$ cat config.mk
export PLATFORM = sky130hd
export DESIGN_NAME = renamer_recovery_sequencer
export DESIGN_NICKNAME = d
export VERILOG_FILES = /design/src/rtl/renamer_recovery_sequencer.sv
export SDC_FILE = /design/constraint.sdc
export NUM_CORES = 1
export LEC_CHECK = 0
export ABC_AREA = 0
export ABC_CLOCK_PERIOD_IN_PS = 4650
export BUFFER_PORTS_ARGS = -buffer_cell sky130_fd_sc_hd__clkbuf_2
export CAP_MARGIN = 25
export CORE_MARGIN = 2
export CORE_UTILIZATION = 54
export DETAILED_ROUTE_END_ITERATION = 6
export GPL_ROUTABILITY_DRIVEN = 0
export PLACE_DENSITY = 0.81
export SETUP_SLACK_MARGIN = 0.5
export SLEW_MARGIN = 40
export SYNTH_ARGS = -nofsm -noshare
export SYNTH_HDL_FRONTEND = slang
export SYNTH_SLANG_ARGS = --single-unit
$ cat constraint.sdc
create_clock -name clk -period 4.65 [get_ports clk]
set_clock_uncertainty 0.1 [all_clocks]
set_input_delay 0.93 -clock clk [delete_from_list [all_inputs] [get_ports clk]]
set_output_delay 0.93 -clock clk [all_outputs]
set_load 0.005 [all_outputs]
$ cat src/rtl/renamer_recovery_sequencer.sv
// Sequences renamer maintenance: post-reset/on-demand table clear and flush-time in-use list drain.
// Optional build macro RENAMER_RECOVERY_WATCHDOG_EN adds a drain watchdog (watchdog_err output).
module renamer_recovery_sequencer #(
  parameter int unsigned NUM_PHYS_REGS = 64,
  parameter int unsigned MAX_INFLIGHT  = 32
) (
  input  logic                             clk,
  input  logic                             rst,
  input  logic                             init_req,
  input  logic                             flush_req,
  input  logic                             inuse_empty,
  output logic                             init_clear,
  output logic [$clog2(NUM_PHYS_REGS)-1:0] clear_index,
  output logic                             restore_valid,
  output logic                             rename_stall,
  output logic                             init_done,
  output logic [5:0]                       recover_cycles,
`ifdef RENAMER_RECOVERY_WATCHDOG_EN
  output logic                             watchdog_err,
`endif
  output logic                             busy
);

  localparam int unsigned IDX_W = $clog2(NUM_PHYS_REGS);
  localparam int unsigned RC_W  = 6;
  localparam logic [IDX_W-1:0] LAST_IDX = IDX_W'(NUM_PHYS_REGS - 1);
  localparam logic [RC_W-1:0]  RC_MAX   = {RC_W{1'b1}};

  if (NUM_PHYS_REGS < 2 || MAX_INFLIGHT < 1) begin : g_bad_cfg
    $error("renamer_recovery_sequencer: unsupported parameter values");
  end

  typedef enum logic [1:0] {
    ST_INIT    = 2'd0,
    ST_IDLE    = 2'd1,
    ST_RECOVER = 2'd2,
    ST_SETTLE  = 2'd3
  } state_e;

  state_e            state_q, state_d;
  logic [IDX_W-1:0]  clear_index_q, clear_index_d;
  logic [RC_W-1:0]   recover_cycles_q, recover_cycles_d;
  logic              init_done_q, init_done_d;

`ifdef RENAMER_RECOVERY_WATCHDOG_EN
  localparam int unsigned WD_W = $clog2(MAX_INFLIGHT + 1);
  localparam logic [WD_W-1:0] WD_LIMIT = WD_W'(MAX_INFLIGHT);
  logic [WD_W-1:0] wd_cnt_q, wd_cnt_d;
  logic            wd_err_q, wd_err_d;
`endif

  // State and counter registers
  always_ff @(posedge clk or negedge rst) begin
    if (!rst) begin
      state_q          <= ST_INIT;
      clear_index_q    <= '0;
      recover_cycles_q <= '0;
      init_done_q      <= 1'b0;
`ifdef RENAMER_RECOVERY_WATCHDOG_EN
      wd_cnt_q         <= '0;
      wd_err_q         <= 1'b0;
`endif
    end else begin
      state_q          <= state_d;
      clear_index_q    <= clear_index_d;
      recover_cycles_q <= recover_cycles_d;
      init_done_q      <= init_done_d;
`ifdef RENAMER_RECOVERY_WATCHDOG_EN
      wd_cnt_q         <= wd_cnt_d;
      wd_err_q         <= wd_err_d;
`endif
    end
  end

  // Next-state logic; restore_valid is the only combinational output (follows inuse_empty)
  always_comb begin
    state_d          = state_q;
    clear_index_d    = clear_index_q;
    recover_cycles_d = recover_cycles_q;
    init_done_d      = 1'b0;
    restore_valid    = 1'b0;
`ifdef RENAMER_RECOVERY_WATCHDOG_EN
    wd_cnt_d         = wd_cnt_q;
    wd_err_d         = wd_err_q;
`endif
    case (state_q)
      ST_INIT: begin
        if (init_req) begin
          clear_index_d = '0;
        end else if (clear_index_q == LAST_IDX) begin
          clear_index_d = '0;
          state_d       = ST_IDLE;
          init_done_d   = 1'b1;
        end else begin
          clear_index_d = clear_index_q + 1'b1;
        end
      end
      ST_IDLE: begin
        if (init_req) begin
          state_d       = ST_INIT;
          clear_index_d = '0;
        end else if (flush_req && !inuse_empty) begin
          state_d          = ST_RECOVER;
          recover_cycles_d = '0;
`ifdef RENAMER_RECOVERY_WATCHDOG_EN
          wd_cnt_d         = '0;
`endif
        end
      end
      ST_RECOVER: begin
        if (init_req) begin
          state_d       = ST_INIT;
          clear_index_d = '0;
        end else if (inuse_empty) begin
          state_d = ST_SETTLE;
        end else begin
          restore_valid = 1'b1;
          if (recover_cycles_q != RC_MAX) begin
            recover_cycles_d = recover_cycles_q + 1'b1;
          end
`ifdef RENAMER_RECOVERY_WATCHDOG_EN
          // This pop exceeds the in-use list depth: the drain cannot be legal
          if (wd_cnt_q == WD_LIMIT) begin
            wd_err_d      = 1'b1;
            state_d       = ST_INIT;
            clear_index_d = '0;
          end else begin
            wd_cnt_d = wd_cnt_q + 1'b1;
          end
`endif
        end
      end
      ST_SETTLE: begin
        state_d = ST_IDLE;
        if (init_req) begin
          state_d       = ST_INIT;
          clear_index_d = '0;
        end
      end
      default: begin
        state_d       = ST_INIT;
        clear_index_d = '0;
      end
    endcase
  end

  assign init_clear     = (state_q == ST_INIT);
  assign rename_stall   = (state_q != ST_IDLE);
  assign busy           = (state_q != ST_IDLE);
  assign clear_index    = clear_index_q;
  assign recover_cycles = recover_cycles_q;
  assign init_done      = init_done_q;
`ifdef RENAMER_RECOVERY_WATCHDOG_EN
  assign watchdog_err   = wd_err_q;
`endif

endmodule

Yosys cells after proc, flatten, opt, wreduce, memory -nomap -nowiden
Index checks and enable logic that the tools add are counted.
- register bits after elaboration: 15
- bits of input ports: 5
- output and inout port bits: 17
- logic and storage cells: 53
- add/sub/neg operators: 2
- equal/unequal tests: 16
- muxes and demuxes: 24
- reductions and logical operators: 7
- operator list (operator ; count):
    6-bit two-way mux ; 8
    6-bit case mux with 2 select lines ; 2
    6-bit by 1-bit adder with 6-bit output (second input constant) ; 2
    2-bit two-way mux ; 6
    2-bit != test (second input constant) ; 6
    2-bit case mux with 4 select lines ; 1
    1-bit two-way mux ; 7
    6-bit equality test (second input constant) ; 1
    2-bit by 1-bit != test with 1-bit output (second input constant) ; 3
    3-bit != test (second input constant) ; 2
    6-bit != test (second input constant) ; 1
    6-bit AND reduction ; 1
    2-bit equality test (second input constant) ; 2
    4-bit AND reduction ; 1
    3-bit OR reduction ; 1
    2-bit by 1-bit equality test with 1-bit output (second input constant) ; 1
    2-bit logical NOT ; 1
    2-bit nonzero test ; 1
    1-bit logical AND ; 1
    1-bit logical NOT ; 1

Longest topological paths before layout
Gate-level depths: netlist (run 1).
- word-level depth: 5
- depth in mapped cells: 5
- gate-level depth less buffers: 5

Least setup slack after synthesis (run 1)
Ideal clock, no wire load.
- path type: in2out
- start point: input init_req
- end point: output restore_valid
- data arrival time: 1.410 ns
- required time: 3.620 ns
- slack: 2.210 ns
- stages on the path: 2
- path buffers: 1
- path through: clkbuf_1 -> nor3_2
- cells in the longest elaborated chain, start to end: 2
- ends and longest elaborated chain (element ; RTL line ; source):
    start, declared ; 9 ; input logic init_req,
    1-bit two-way mux ; 111 ; if (init_req) begin
    1-bit two-way mux ; 86 ; case (state_q)
    end, declared ; 14 ; output logic restore_valid,
No other way between the ends.

Worst setup path in the final report (run 1)
Ends and elaborated chain as after synthesis.

==> results.md, run 1 <==
- Final HPWL DP: 1.17 mm
- Syn_nets: 93
- CP most frequent cell: clkbuf_2
- Die X: 43.4 µm
- Area Overhead vs Synth: 15.2%
- Vias per inst: 5.63
- Most common cell in the netlist: dfrtp_1
- VDD IR max: 179 µV
- Fillers: 122
- DRC errors left: 0
- Cell taking the most area after synthesis: dfrtp_1
- Syn Std Cell Area: 840 µm²
- Warnings, synthesis: 0
- DIE HEIGHT: 43.4 µm
- 1st-pass router iterations: 5
- Synth area leaders: dfrtp_1, nand2_1, nor2_1
- Crit Path Class: primary input to output port
- PnR Total Power: 0.230 mW
- R2R Setup Slk: 2690 ps
- CP endpoint kind: output port
- Total number of vias: 692
- Synth top area share: 44.7%
- Total gr overflow: 0
- EDFF count, synth: 0
- TritonCTS clock tree: yes
- TritonCTS Buffers: 3
- Initial antenna violation count: 0
- Largest net degree at the start of global routing: 16
- Worst rel slew slack: 65.8%
- ANT cells: 0
- Register area share after synthesis: 44.7%
- Syn Area/Cell: 9.76 µm²
- Top_reg_cell synth: dfrtp_1
- Critical Path RT: 3620 ps
- First-pass GRT wire length: 2.62 mm
- Mapped Cells: 86
- Startpoint types: primary input
- Vias in the first global route: 606
- CP max stage cell: nor3_2
- Worst-Skew Late Latency: 280 ps
- Slew Limit Fails: 0
- Slew of the pin with the lowest slew margin: 513 ps
- Sw Ratio: 24.2%
- FF+latch count, synth: 15
- Arr. time, crit path: 1620 ps
- Post-DR wirelength/cell: 12.7 µm
- Drt initial violations: 19
- Logic pwr share: 7.2%
- Num rows: 14
- # Post-CTS Setup Buffers: 0
- Static Leak: 0.463 nW
- Final TNS setup: 0 ps
- Tightest Hold Check Type: primary input to async pin
- Hold Vio Cnt, Final: 0
- Resize count post-CTS: 0
- Nets: 115
- Final Non-Filler Cells: 123
- I/O pin count: 22
- DP Cell Count: 119
- Port buffer count: 21
- Sequential share of power: 60.4%
- Minimum clock period: 2650 ps
- Core area: 0.00149 mm²
- Longest Clk Path Bufs: 2
- Clk slew on worst S/H paths: 90 ps
- CTS Hold Bufs: 0
- Root buffer cell: clkbuf_4
- DIE AREA: 0.00189 mm²
- R2R cell count: 4
- Max_cap viols: 0
- Final setup viols: 0
- Starting Density: 56.4%
- Clk sinks: 15
- Detail Route Antenna Nets: 0
- Worst R2R End: recover_cycles[0]
- Global Route Usage Sum: 18.4%
- H-tree depth: 1
- Period utilisation layout: 57.1%
- Final wirelength: 1.57 mm
- Final worst slack: 2000 ps
- Slowest stage delay, CP: 340 ps
- Status: finished, final reports clean
- RSZ-0062 raised after global routing: no
- Synth cell count leaders: dfrtp_1, nand2_1, nor2_1, a21oi_1, o21ai_1
- Reg-to-reg startpoint: state_q[0]
- Clock power share: 32.4%
- Pre-CTS WS: 2010 ps
- Switching Power: 0.0556 mW
- CP Max Fanout: 11
- Internal power: 0.174 mW
- Share of cells above drive strength 1: 29.0%
- Post-synth ARST share: 100%
- Synth unique cells: 37
- CP cell instances: clkbuf_2, nor3_2, clkbuf_2
- Pwr dens: 238 mW/mm²
- F_max: 0.377 GHz
-- cell usage in the layout (no fill, tap or decap), drive strengths merged, types with 2 or more instances in the layout --
cell,n
clkbuf,25
nor2,11
nand2,10
nor3,3
o21ai,6
o21a,2
o31ai,2
nand3,4
dfrtp,15
mux2,2
and3,2
a21oi,6
xor2,2
nand2b,2
ha,2
-- layer usage --
metal  GRT usage [%]  wire length, µm
met1            28.9              781
met2            25.4              713
met3            2.50               71
met4            7.27                0
met5               0                0
-- state kept, by name, summed over array words and instances, names as in the netlist --
name	flops
clear_index	6
recover_cycles	6
init_done	1
state_q	2
-- metrics by stage --
| step | hold slack [ps] | util, % | instance area [µm²] |
|---|---|---|---|
| finish | 442 | 65.0 | 967 |
| global route | 470 | 65.0 | 967 |
| CTS | 446 | 65.0 | 967 |
| detailed placement | 434 | 63.2 | 941 |
| global placement | 427 | 63.2 | 941 |
| floorplan | 413 | - | 840 |
-- power by group through the flow --
stage | Clock, mW | Combinational, mW | Sequential, mW
2_1_floorplan | 0 | 0.00761 | 0.141
3_3_place_gp | 0 | 0.0168 | 0.141
3_5_place_dp | 0 | 0.0171 | 0.141
4_1_cts | 0.0763 | 0.0172 | 0.139
5_1_grt | 0.0799 | 0.0194 | 0.139
6_report | 0.0745 | 0.0166 | 0.139
-- critical path, delay by kind of cell --
kind                   cells  cell delay [ps]
buffers and inverters      2              350
and+or+nand+nor            1              340
-- layout make-up --
class | count | area (µm²) | area share [%]
flip-flops and latches | 15 | 375 | 38.8
clock buffers | 4 | 26.3 | 2.72
multi-input cells | 67 | 440 | 45.5
well taps | 16 | 20.0 | 2.07
repair buffers | 21 | 105 | 10.9
-- cell families after synthesis --
kind of cell,synth area share [%]
buffers and inverters,2.83
multiplexers,4.32
XOR/XNOR,3.13
AND/OR/NAND/NOR,26.7
flip-flops,44.7
AO/OA/AOI/OAI,15.3
adder cells (fa/ha/maj),2.98
-- how the worst max path moves through the flow --
stage                     from  cells after the start             to
finish                init_req                      3  restore_valid
CTS                   init_req                      3  restore_valid
global route        state_q[0]                      3  restore_valid
floorplan             init_req                      2  restore_valid
global placement      init_req                      3  restore_valid
detailed placement    init_req                      3  restore_valid
Power figures use the tool's default switching activity.
==> run 2, diff against run 1 <==
Settings changed: ABC_AREA 0 to 1, ABC_CLOCK_PERIOD_IN_PS 4650 to 2200, CORE_UTILIZATION 54 to 46, PLACE_DENSITY 0.81 to 0.73.
Clock period 4.65 ns to 2.2 ns, I/O delays scaled along.
==> run 2 against run 1 <==
Global-route usage up 0.85 points; critical path depth down 1; non-clock buffer count is 8 higher; sequential share of layout area decreased by 5.3 points; wire length up 21%; largest cell class unchanged; critical endpoint is now init_clear.
==> results.md, run 2 <==
- Status: finished, final reports clean
- Slew of the pin with the lowest slew margin: 373 ps (-140 ps)
- Register area: 375 µm² (unchanged)
- Hold Vio Cnt, Final: 0 (unchanged)
- Commonest non-fill, non-tap cell in the layout: nand2_1
- R2R cell count: 8 (+4)
- Crit Path Class: flip-flop to output port
- Startpoint types: flip-flop
- Top_reg_cell synth: dfrtp_1
- Register area share after synthesis: 42.7% (-2.0 points)
- Period utilisation layout: 76.0%
- Warnings, synthesis: 0 (unchanged)
- H-tree depth: 1 (unchanged)
- Multi-input logic area: 447 µm² (+1.4%)
- Tightest Hold Check Type: primary input to flip-flop
- Clk sinks: 15 (unchanged)
- Vias per inst: 4.88 (-13%)
- Root buffer cell: clkbuf_4
- Worst R2R End: recover_cycles[5]
- Syn Area/Cell: 7.77 µm² (-20%)
- Leading cell types in the layout, fill and taps excluded: nand2_1, clkbuf_2, dfrtp_1
- Synth top area share: 42.7% (-2.0 points)
- Synth area leaders: dfrtp_1, nand2_1, nand3_1
- Arr. time, crit path: 1130 ps (-490 ps)
- First-pass GRT wire length: 3.09 mm (+18%)
- Global Route Usage Sum: 19.2% (+0.85 points)
- Hold Path Sink: state_q[0]
- DIE AREA: 0.00227 mm² (+21%)
- Drt initial violations: 12 (-7)
- Cell taking the most area after synthesis: dfrtp_1
- Final instance area: 0.00112 mm² (+16%)
- Area Overhead vs Synth: 27.4%
- Post-DR wirelength/cell: 11.2 µm (-12%)
- Pwr dens: 821 mW/mm² (+250%)
- Longest Clk Path Bufs: 2 (unchanged)
- Starting Density: 49.8% (-6.6 points)
- Final setup viols: 0 (unchanged)
- Worst-Skew Late Latency: 280 ps (about the same)
- Final TNS setup: 0 ps (unchanged)
- Largest net degree at the start of global routing: 16 (unchanged)
- Share of cells above drive strength 1: 33.3% (+4.4 points)
- DRC errors left: 0 (unchanged)
- Total gr overflow: 0 (unchanged)
- ANT cells: 0 (unchanged)
- Reg-to-reg startpoint: state_q[0]
- RSZ-0062 raised after global routing: yes
- Most common cell in the netlist: nand2_1
- Final wirelength: 1.89 mm (+21%)
- Placed Area: 996 µm² (+5.9%)
- Hold Startpoint: flush_req
- Core area: 0.00176 mm² (+18%)
- Die X: 47.7 µm (+9.8%)
- FF+latch count, synth: 15 (unchanged)
- TritonCTS clock tree: yes
- Critical Path RT: 1660 ps (-1960 ps)
- DP Cell Count: 157 (+32%)
- Worst rel slew slack: 75.1% (+9.3 points)
- Hold slack: 430 ps (-12.5 ps)
- EDFF count, synth: 0 (unchanged)
- 1st-pass router iterations: 4 (-1)
- TritonCTS Buffers: 3 (unchanged)
- Fillers: 169 (+39%)
- Synth unique cells: 22 (-41%)
- Static Leak: 0.559 nW (+21%)
- Syn Std Cell Area: 878 µm² (+4.6%)
- Total number of vias: 825 (+19%)
- F_max: 0.598 GHz
- Worst Hold Path Cells: 6
- Final HPWL DP: 1.34 mm (+15%)
- CP endpoint kind: output port
- Num rows: 15 (+1)
- Synth cell count leaders: nand2_1, dfrtp_1, inv_1, nand3_1, nor2_1
- VDD IR max: 515 µV (+190%)
- Max_cap viols: 0 (unchanged)
- Worst Setup SP: state_q[0]
- Syn_nets: 120 (+29%)
- Slew Limit Fails: 0 (unchanged)
- Clk slew on worst S/H paths: 90 ps (about the same)
- Final Non-Filler Cells: 169 (+37%)
- Mapped Cells: 113 (+31%)
- Post-synth ARST share: 100% (unchanged)
- DIE HEIGHT: 47.7 µm (+9.8%)
- I/O pin count: 22 (unchanged)
- Initial antenna violation count: 0 (unchanged)
- Vias in the first global route: 738 (+22%)
- CP Max Fanout: 7 (-4)
- Detail Route Antenna Nets: 0 (unchanged)
- R2R Setup Slk: 610 ps (-2080 ps)
- Port buffer count: 21 (unchanged)
- Post-Route Utilization: 63.4% (-1.6 points)
- Minimum clock period: 1670 ps
- Nets: 152 (+32%)
run 2: changes by cell type in the layout (fill, tap and decap cells not counted), sizes merged, moves of 2 or more:
cell	previous run	this run
inv	0	15
a21oi	6	3
and3	2	0
nand3	4	13
nor3	3	1
clkbuf	25	23
nand2b	2	0
buf	0	8
nand2	10	31
o21ai	6	14
mux2	2	0
o21a	2	0
run 2: critical path, cell delays in order, from the launching register on:
cell	delay (ps)
dfrtp_1	440
nor2_2	260
clkbuf_2	160
run 2: final cells by class:
| class | count | share of cell area, % |
|---|---|---|
| Inverter | 15 | 5.03 |
| Sequential cell | 15 | 33.6 |
| Clock buffer | 3 | 2.01 |
| Timing Repair Buffer | 29 | 16.2 |
| Clock inverter | 1 | 0.447 |
| Multi-Input combinational cell | 81 | 39.9 |
| Tap cell | 25 | 2.80 |
run 2: routing by layer:
metal	part of all wire (%)	vias up	GRT usage (%)
met5	0	-	0
met4	0.63	0	5.95
met3	3.6	2	3.77
met2	48	16	30.4
met1	47	382	26.5
li1	-	425	-
run 2: worst max path at each step:
| stage | endpoint | depth (start not counted) |
|---|---|---|
| 3_3_place_gp | recover_cycles[0] | 7 |
| 2_1_floorplan | recover_cycles[0] | 8 |
| 3_5_place_dp | recover_cycles[5] | 6 |
| 6_report | init_clear | 2 |
| 5_1_grt | init_clear | 2 |
| 4_1_cts | restore_valid | 4 |
run 2: cell families (layout without fill, tap and decap cells):
| kind of cell | Yosys count | in the layout | share of synthesized area [%] |
|---|---|---|---|
| DFF | 15 | 15 | 42.7 |
| and+or+nand+nor | 58 | 58 | 29.9 |
| buffers and inverters | 17 | 48 | 8.55 |
| adders and majority gates | 2 | 2 | 2.85 |
| xor gates and xnor gates | 2 | 2 | 1.99 |
| AOI/OAI and AO/OA | 19 | 19 | 14.0 |
run 2: what timing repair did:
action / CTS / global route
pin swaps: 1 / 2
hold buffers: 1 / 0
hold endpoints to repair: 15 / 0
resized for setup: 2 / 5
buffers inserted: 4 / 3
endpoints found under the setup margin: 1 / 9
run 2: where the power goes:
group | total [mW] | internal [mW] | leakage, nW | switching, mW
Combinational | 0.392 | 0.182 | 0.335 | 0.210
Sequential | 0.367 | 0.314 | 0.206 | 0.0529
Clock | 0.160 | 0.0674 | 0.0177 | 0.0924
Total | 0.918 | 0.563 | 0.559 | 0.355
run 2: metrics by stage:
step                power, mW  setup slack, ps
floorplan               0.564              789
detailed placement      0.652              626
finish                  0.918              529
global route            0.986              483
global placement        0.642              669
CTS                     0.858              487
==> run 3, diff against run 2 <==
Settings changed: ABC_CLOCK_PERIOD_IN_PS 2200 to 1550, CORE_UTILIZATION 46 to 51, PLACE_DENSITY 0.73 to 0.77.
Clock period 2.2 ns to 1.55 ns, I/O delays scaled along.
==> run 3 against run 2 <==
The flow now finishes with violations (negative setup slack); largest cell class unchanged; power is 99% higher; core utilization is 32 points higher; clock power is 67% higher.
==> results.md, run 3 (synthesis gave the netlist of run 2 again) <==
- Slew Limit Fails: 0 (unchanged)
- Final HPWL DP: 1.45 mm (+8.3%)
- CP endpoint kind: output port
- Clk slew on worst S/H paths: 100 ps (about the same)
- Failing checks: negative setup slack
- Die X: 45.5 µm (-4.6%)
- ANT cells: 0 (unchanged)
- Commonest non-fill, non-tap cell in the layout: buf_4
- Period utilisation layout: 103%
- Area Overhead vs Synth: 68.5%
- Static Leak: 0.726 nW (+30%)
- First-pass GRT wire length: 3.94 mm (+27%)
- Startpoint types: flip-flop
- TritonCTS Buffers: 3 (unchanged)
- Port buffer count: 21 (unchanged)
- Status: complete, but fails checks
- Final Non-Filler Cells: 186 (+10%)
- DIE HEIGHT: 45.5 µm (-4.6%)
- Hold Vio Cnt, Final: 0 (unchanged)
- Vias per inst: 6.22 (+27%)
- DIE AREA: 0.00207 mm² (-9.0%)
- Longest Clk Path Bufs: 2 (unchanged)
- Final TNS setup: -226 ps (-226 ps)
- Slew of the pin with the lowest slew margin: 413 ps (+39.3 ps)
- 1st-pass router iterations: 5 (+1)
- Crit Path Class: flip-flop to output port
- Leading cell types in the layout, fill and taps excluded: buf_4, nand2_1, clkbuf_2
- Reg-to-reg startpoint: state_q[0]
- Arr. time, crit path: 1190 ps (+60 ps)
- Nets: 178 (+17%)
- H-tree depth: 1 (unchanged)
- Total gr overflow: 0 (unchanged)
- Pwr dens: 1230 mW/mm² (+50%)
- Worst rel slew slack: 72.5% (-2.6 points)
- Total number of vias: 1157 (+40%)
- Critical Path RT: 1140 ps (-520 ps)
- Tightest Hold Check Type: primary input to flip-flop
- Share of cells above drive strength 1: 58.2% (+25 points)
- R2R Setup Slk: -50 ps (-660 ps)
- DRC errors left: 0 (unchanged)
- Clk sinks: 15 (unchanged)
- CP Max Fanout: 4 (-3)
- F_max: 0.624 GHz
- Core area: 0.00156 mm² (-12%)
- Pre-CTS WS: 106 ps (-520 ps)
- Worst-Skew Late Latency: 320 ps (+40 ps)
- Drt initial violations: 92 (+80)
- Global Route Usage Sum: 28.4% (+9.2 points)
- DP Cell Count: 151 (-3.8%)
- RSZ-0062 raised after global routing: yes
- Final wirelength: 3.77 mm (+99%)
- Post-DR wirelength/cell: 20.3 µm (+81%)
- Detail Route Antenna Nets: 0 (unchanged)
- Hold Startpoint: init_req
- Final worst slack: -53.0 ps (-582 ps)
- I/O pin count: 22 (unchanged)
- Starting Density: 56.3% (+6.6 points)
- VDD IR max: 1060 µV (+110%)
- Initial antenna violation count: 0 (unchanged)
- Vias in the first global route: 865 (+17%)
- Num rows: 14 (-1)
- Final setup viols: 8 (+8)
- Max_cap viols: 0 (unchanged)
- TritonCTS clock tree: yes
- Root buffer cell: clkbuf_4
- Largest net degree at the start of global routing: 16 (unchanged)
- Worst Setup SP: state_q[0]
- Minimum clock period: 1600 ps
run 3: cell types whose count changed in the layout (fill, tap and decap cells not counted), sizes merged:
cell      before  now
buf            8   39
clkinv         1    0
clkbuf        23   18
clkinvlp       0    1
run 3: worst paths after layout:
path | depth (start not counted) | end
max | 4 | restore_valid
max reg2reg | 9 | recover_cycles[1]
max in group asynchronous | 2 | state_q[1]
min in group asynchronous | 2 | clear_index[3]
min reg2reg | 2 | clear_index[2]
min | 4 | state_q[1]
run 3: cell type report:
cell class,instances,area [µm²]
sequential,15,383
tap,16,20.0
clock buffer,3,22.5
timing repair buffer,55,435
multi-input combinational,81,556
inverter,15,56.3
clock inverter,1,7.51
fill,45,78.8
run 3: where the power goes:
| group | switching (mW) | internal (mW) | total (mW) |
|---|---|---|---|
| Combinational | 0.519 | 0.513 | 1.03 |
| Clock | 0.168 | 0.0989 | 0.267 |
| Sequential | 0.0752 | 0.450 | 0.525 |
| Total | 0.763 | 1.06 | 1.82 |
run 3: metrics by stage:
| stage | cell area, µm² | hold WS [ps] | power [mW] | utilization (%) |
|---|---|---|---|---|
| after floorplan | 951 | -85.6 | 0.881 | - |
| final | 1480 | 318 | 1.82 | 94.9 |
| after detailed placement | 1080 | 149 | 1.02 | 69.0 |
| after global placement | 1080 | 141 | 1.01 | 69.0 |
| after CTS | 1380 | 303 | 1.55 | 88.5 |
| after global routing | 1480 | 347 | 1.87 | 94.9 |
run 3: worst max-delay path, cell delays in order (launching register included):
cell and delay [ps]:
dfrtp_2 460, inv_2 80, nand2_4 60, nor3_4 140, clkbuf_2 140
run 3: timing repair:
| item | 4_1_cts | 5_1_grt |
|---|---|---|
| hold endpoints to repair | 15 | 0 |
| endpoints found under the setup margin | 32 | 32 |
| setup buffers | 23 | 6 |
| gates cloned | 1 | 0 |
| pin swaps | 7 | 5 |
| gates resized for setup | 20 | 13 |
| hold buffers | 1 | 0 |
run 3: routing by layer:
layer  GRT usage, %  vias up  wire length [µm]
met5              0        -                 0
li1               -      483                 -
met1           34.6      538              1300
met4           17.6        0               214
met3           7.14       30               404
met2           44.5      106              1850
